===== src/rtl/irq_ctrl.sv =====
// Memory-mapped interrupt controller: edge/level capture, mask, fixed priority,
// in-service nesting and a single request/ack handshake toward the CPU.
module irq_ctrl #(
    parameter int N_SRC = 6,
    parameter int ID_W  = 3
) (
    input  logic              clk,
    input  logic              reset,
    input  logic [29:0]       Addr,
    input  logic              WE,
    input  logic [31:0]       Din,
    output logic [31:0]       Dout,
    input  logic [N_SRC-1:0]  irq_in,
    output logic              int_req,
    output logic [ID_W-1:0]   int_id,
    input  logic              int_ack
);

    typedef enum logic {S_IDLE, S_REQ} state_t;

    state_t            state_q, state_d;
    logic [N_SRC-1:0]  mask_q, mask_d;
    logic [N_SRC-1:0]  mode_q, mode_d;
    logic [N_SRC-1:0]  pend_q, pend_d;
    logic [N_SRC-1:0]  isr_q, isr_d;
    logic [N_SRC-1:0]  irq_prev_q, irq_prev_d;
    logic [ID_W-1:0]   int_id_q, int_id_d;

    logic [2:0]        sel;
    logic [N_SRC-1:0]  hi_mask, elig, w1c;
    logic              blocked, any_elig, id_elig, ack_ok, eoi_wr;
    logic [ID_W-1:0]   win_id;
    logic              unused_bits;

    assign sel         = Addr[2:0];
    assign unused_bits = ^{Addr[29:3], Din[31:N_SRC]};
    assign int_req     = (state_q == S_REQ);
    assign int_id      = int_id_q;

    always_comb begin
        state_d    = state_q;
        mask_d     = mask_q;
        mode_d     = mode_q;
        pend_d     = pend_q;
        isr_d      = isr_q;
        int_id_d   = int_id_q;
        irq_prev_d = irq_in;
        hi_mask    = '0;
        blocked    = 1'b0;
        win_id     = '0;
        id_elig    = 1'b0;

        // Only sources strictly above the highest-priority in-service one may interrupt.
        for (int i = 0; i < N_SRC; i++) begin
            if (isr_q[i]) blocked = 1'b1;
            hi_mask[i] = ~blocked;
        end
        elig     = pend_q & mask_q & hi_mask;
        any_elig = |elig;
        for (int i = N_SRC - 1; i >= 0; i--) begin
            if (elig[i]) win_id = ID_W'(i);
        end
        for (int i = 0; i < N_SRC; i++) begin
            if (int_id_q == ID_W'(i)) id_elig = elig[i];
        end

        ack_ok = int_ack && (state_q == S_REQ);
        eoi_wr = WE && (sel == 3'd4);
        w1c    = (WE && (sel == 3'd2)) ? Din[N_SRC-1:0] : '0;

        if (WE && (sel == 3'd0)) mask_d = Din[N_SRC-1:0];
        if (WE && (sel == 3'd1)) mode_d = Din[N_SRC-1:0];

        for (int i = 0; i < N_SRC; i++) begin
            if (mode_q[i]) begin
                pend_d[i] = (irq_in[i] & ~irq_prev_q[i]) |
                            (pend_q[i] & ~(w1c[i] | (ack_ok && (int_id_q == ID_W'(i)))));
            end else begin
                pend_d[i] = irq_in[i];
            end
            // Ack is applied after EOI so a same-cycle EOI+ack of one id leaves it in service.
            if (eoi_wr && (Din[ID_W-1:0] == ID_W'(i))) isr_d[i] = 1'b0;
            if (ack_ok && (int_id_q == ID_W'(i)))      isr_d[i] = 1'b1;
        end

        case (state_q)
            S_IDLE: begin
                if (any_elig) begin
                    state_d  = S_REQ;
                    int_id_d = win_id;
                end
            end
            S_REQ: begin
                if (ack_ok || !id_elig) state_d = S_IDLE;
            end
            default: state_d = S_IDLE;
        endcase
    end

    always_comb begin
        Dout = '0;
        case (sel)
            3'd0: Dout[N_SRC-1:0] = mask_q;
            3'd1: Dout[N_SRC-1:0] = mode_q;
            3'd2: Dout[N_SRC-1:0] = pend_q;
            3'd3: Dout[N_SRC-1:0] = isr_q;
            3'd5: Dout = {int_req, {(31-ID_W){1'b0}}, int_id_q};
            default: Dout = '0;
        endcase
    end

    always_ff @(posedge clk or posedge reset) begin
        if (reset) begin
            state_q    <= S_IDLE;
            mask_q     <= '0;
            mode_q     <= '0;
            pend_q     <= '0;
            isr_q      <= '0;
            irq_prev_q <= '0;
            int_id_q   <= '0;
        end else begin
            state_q    <= state_d;
            mask_q     <= mask_d;
            mode_q     <= mode_d;
            pend_q     <= pend_d;
            isr_q      <= isr_d;
            irq_prev_q <= irq_prev_d;
            int_id_q   <= int_id_d;
        end
    end

endmodule

===== config.mk =====
export PLATFORM = sky130hd
export DESIGN_NAME = irq_ctrl
export DESIGN_NICKNAME = d
export VERILOG_FILES = /design/src/rtl/irq_ctrl.sv
export SDC_FILE = /design/constraint.sdc
export NUM_CORES = 1
export LEC_CHECK = 0
export ABC_AREA = 1
export CELL_PAD_IN_SITES_DETAIL_PLACEMENT = 1
export CELL_PAD_IN_SITES_GLOBAL_PLACEMENT = 2
export CORE_UTILIZATION = 20
export DETAILED_ROUTE_END_ITERATION = 7
export MAX_ROUTING_LAYER = met4
export PLACE_DENSITY = 0.87
export SETUP_SLACK_MARGIN = 0.5
export SKIP_LAST_GASP = 1
export SLEW_MARGIN = 20
export SYNTH_ARGS = -nofsm -noshare
export SYNTH_HDL_FRONTEND = slang
export SYNTH_SLANG_ARGS = --single-unit

===== constraint.sdc =====
create_clock -name clk -period 1.6 [get_ports clk]
set_input_delay 0.32 -clock clk [delete_from_list [all_inputs] [get_ports clk]]
set_output_delay 0.32 -clock clk [all_outputs]
set_load 0.03 [all_outputs]

Yosys cells after proc, flatten, opt, wreduce, memory -nomap -nowiden
Cells that the tools add are included.
{ "totals": {"register_bits": 34, "in_bits": 72, "wordCells": 144} }
{ "classes": {"eq_ne": 15, "mux": 42, "bitwise_logic": 45, "reduce_logical": 30} }
{ "op_table": {"columns": ["operator", "n"], "rows": [
  ["1-bit two-way mux", 32],
  ["6-bit case mux with 5 select lines", 1],
  ["26-bit two-way mux", 1],
  ["1-bit inverter", 19],
  ["3-bit by 2-bit == test with 1-bit output, second input constant", 6],
  ["3-bit == test, second input constant", 6],
  ["3-bit two-way mux", 6],
  ["1-bit logical AND", 17],
  ["1-bit bitwise AND", 12],
  ["6-bit bitwise AND", 2],
  ["1-bit bitwise OR", 12],
  ["2-bit nonzero test", 6],
  ["3-bit by 1-bit == test with 1-bit output, second input constant", 3],
  ["3-bit zero test", 3],
  ["6-bit two-way mux", 1],
  ["6-bit OR reduction", 1],
  ["1-bit case mux with 2 select lines", 1],
  ["2-bit AND reduction", 1],
  ["1-bit zero test", 1],
  ["1-bit logical OR", 1]
]} }

Logic depth before layout (Yosys ltp)
{ "logic_depth": {"word_depth": 18, "mapped_depth": 9, "depth_no_buf": 9} }

Least setup slack after synthesis
Ideal clock, no wire load.
{ "synth_timing": {"path_type": "flip-flop to output port", "startpoint": "reg int_id_q[0] (netlist: int_id[0])", "endpoint": "out Dout[0]", "arrival_time_ps": 1168, "t_required_ps": 1280, "setup_slack_ps": 112, "stages_incl_launch_ff": 5, "path_buffers": 0, "cell_sequence": "dfrtp_1 > inv_1 > o22ai_1 > a21oi_1 > nand3_1"} }
{ "synth_via": {"elab_chain_len": 1} }
{ "synth_lines": {"columns": ["item", "line", "text"], "rows": [
  ["start, declared", "27", "logic [ID_W-1:0] int_id_q, int_id_d;"],
  ["start signal, assigned", "128", "int_id_q <= int_id_d;"],
  ["6-bit case mux with 5 select lines", "102", "case (sel)"],
  ["end, declared", "12", "output logic [31:0] Dout,"]
]} }
No other way between the ends.

Worst setup path after layout
{ "layout_timing": {"startpoint": "reg isr_q[0]", "endpoint": "out Dout[0]"} }
{ "layout_via": {"elab_chain_len": 1} }
{ "layout_lines": {"columns": ["item", "line", "text"], "rows": [
  ["start, declared", "25", "logic [N_SRC-1:0] isr_q, isr_d;"],
  ["start signal, assigned", "126", "isr_q <= isr_d;"],
  ["6-bit case mux with 5 select lines", "102", null]
]} }
No other way between the ends.

==> metrics.yaml <==
setup_path:
  crit_chain: "inv_2 -> o22ai_2 -> a21oi_2 -> nand3_2 -> buf_6"
  critPathMaxStageDelay_ns: 0.43
  worst-setup-path-type: "reg2out"
  worstSetupEndpointType: "output pin"
  cp.required_ns: 1.28
  start_kind: "register"
  arrival_ns: 1.27
  crit_buf_inv: 2
  worstReg2RegStart: "isr_q[0]$_DFFE_PP0P_"
  critPathTopFamily: "flip-flops"
  cp-startpoint: "isr_q[0]$_DFFE_PP0P_"
  critPathMaxFanout: 3
  slowest_stage: "dfrtp_2"
power_and_ir_drop:
  finalPower_mw: 2.81
  cellPowerDensity_nw_per_um2: 873
  leakagePower_nw: 1.46
  vdd_drop_max_v: 0.000322
clocking:
  cts_tree: "built"
  clk_transition_reported_paths_ns: 0.07
  clk_latency_ns: 0.29
  root_buffer: "clkbuf_8"
  cts_max_path_buffers: 2
  h-tree-depth: 2
  cts_buffers: 5
  cts.sinks: 34
sta:
  finClkSkew_ns: 0.00556
  finalSetupViolCount: 0
  rsz0062_at_grt: "true"
  min_period_ns: 1.59
  final.period_utilization_pct: 99.4
  fmax_mhz: 629
  maxSlewViolCount: 0
  finalHoldViolations: 0
logic_synthesis:
  syn-cell-area_sq_um: 2010
  synth_cell_types: 29
  synth_area_per_cell_sq_um: 7.88
  ys_seq_elements: 34
  netlist_instances: 255
  ys_seq_area_share_pct: 42.4
  yosys_warnings: 0
layout:
  antennaDiodeCount: 0
  final_cells: 461
  fin_nets: 399
  final_area_sq_um: 3220
  layout_common_cells: "65 x nand2_1, 29 x dfrtp_1, 25 x conb_1, 25 x buf_4, 23 x buf_6"
  final_core_util_pct: 32.9
  area_growth_pct: 60.1
  final_common_cell: "nand2_1"
  drive_gt1_share_pct: 43.3
floorplan:
  ios: 108
  initial_core_util_pct: 20.5
  core_sq_um: 9770
  die_x_microns: 102
  rows: 36
  die_area_sq_um: 10400
  die_h_microns: 102
job:
  drv_cap: 0
routing:
  finalWirelength_mm: 6.69
  drt_iter0_markers: 57
  first_pass_iters: 4
  viasPerCell: 4.28
  drc: 0
  vias: 1971
  drtAntennaViolNets: 0
  post_drt_wl_per_cell_microns: 14.5
global_routing:
  grt_pass1_vias: 1925
  antenna_found_initial: 0
  grt-ovfl-total: 0
  track_usage_pct: 13.5
  grt_pass1_wl_mm: 10.2
  grt_max_degree: 35
placement:
  placedCellCount: 428
  post_dp_cell_area_sq_um: 2530
  dp_hpwl_mm: 4.47
  routabilityCongestion: 0.869
  io_buffer_count: 29
min_path:
  worst_hold_path_type: "in2reg"
  hp-start: "int_ack"
outcome:
  status: "completed"
==> final cells by class <==
| cell class | count | area [sq um] |
|---|---|---|
| Fill cell | 1146 | 6560 |
| Sequential cell | 34 | 857 |
| Tap cell | 133 | 166 |
| Clock buffer | 8 | 110 |
| Timing Repair Buffer | 68 | 681 |
| Inverter | 30 | 131 |
| Multi-Input combinational cell | 188 | 1270 |
==> flip-flops by register name (all words and copies together) (netlist names) <==
| signal | cells |
|---|---|
| int_id | 3 |
| isr_q | 6 |
| irq_prev_q | 6 |
| int_req | 1 |
| mode_q | 6 |
| pend_q | 6 |
| mask_q | 6 |
==> routing by layer <==
layer | routed length [microns] | GRT usage [%]
met1 | 2840 | 17.1
met2 | 3480 | 21.8
met3 | 244 | 2.33
met4 | 131 | 4.18
met5 | 0 | -
==> per-stage QoR <==
step                      hold slack (ns)  setup TNS (ns)  setup WS, ns
after CTS                           0.400               0       0.00384
after floorplan                     0.351               0         0.272
final                               0.374               0       0.00983
after global routing                0.410          -0.139       -0.0714
after detailed placement            0.507           -8.27        -0.449
after global placement              0.484           -7.18        -0.431
==> logic make-up after synthesis <==
group                  count (synthesis)  synth area share, %
other                                  1                0.187
buffers and inverters                 57                 16.1
AO/OA/AOI/OAI                         36                 12.5
flip-flops                            34                 42.4
AND/OR/NAND/NOR                      127                 28.8
==> tightest hold or removal path, stage by stage <==
cell and delay [ns]:
dlymetal6s2s_1 0.14, nor3_1 0.07, nand2_1 0.05, nand2_1 0.04
==> cells in the mapped netlist, drive strengths merged <==
library cell   n  area, sq um
o2111ai        5         43.8
o211ai         1         12.5
a31oi          1         6.26
o31ai          4         30.0
o21ai         14         92.6
dfrtp         34          851
inv           30          113
nand3         12         65.1
nor4           3         18.8
o22ai          5         31.3
and2           1         8.76
o21bai         2         15.0
nor3           9         56.3
nand4          6         37.5
buf           27          210
a21oi          4         20.0
nor2          16         80.1
conb           1         3.75
nand2         80          313
==> what timing repair did <==
item	in CTS	in global routing
setup buffers	10	15
setup endpoints to repair	39	33
gates resized for setup	104	38
cloned	0	0
hold buffers	0	0
pin swaps	21	25
==> worst paths after layout <==
| kind | end | slack (ns) | cells past startpoint |
|---|---|---|---|
| worst min-delay path | int_req$_DFF_PP0_ | 0.37 | 4 |
| max in group asynchronous | isr_q[0]$_DFFE_PP0P_ | 1.01 | 3 |
| worst max-delay path | Dout[0] | 0.01 | 5 |
| worst max register to register | int_id[1]$_DFFE_PP0P_ | 0.10 | 8 |
| min in group asynchronous | int_id[2]$_DFFE_PP0P_ | 0.39 | 3 |
| worst min register to register | pend_q[2]$_DFF_PP0_ | 0.51 | 3 |
==> where the power goes <==
group	switching [mW]	total (mW)	internal (mW)	leakage, nW
clock	0.316	0.751	0.435	0.0575
sequential	0.135	1.13	0.994	0.402
combinational	0.550	0.927	0.377	0.997
(Power assumes the default switching activity.)
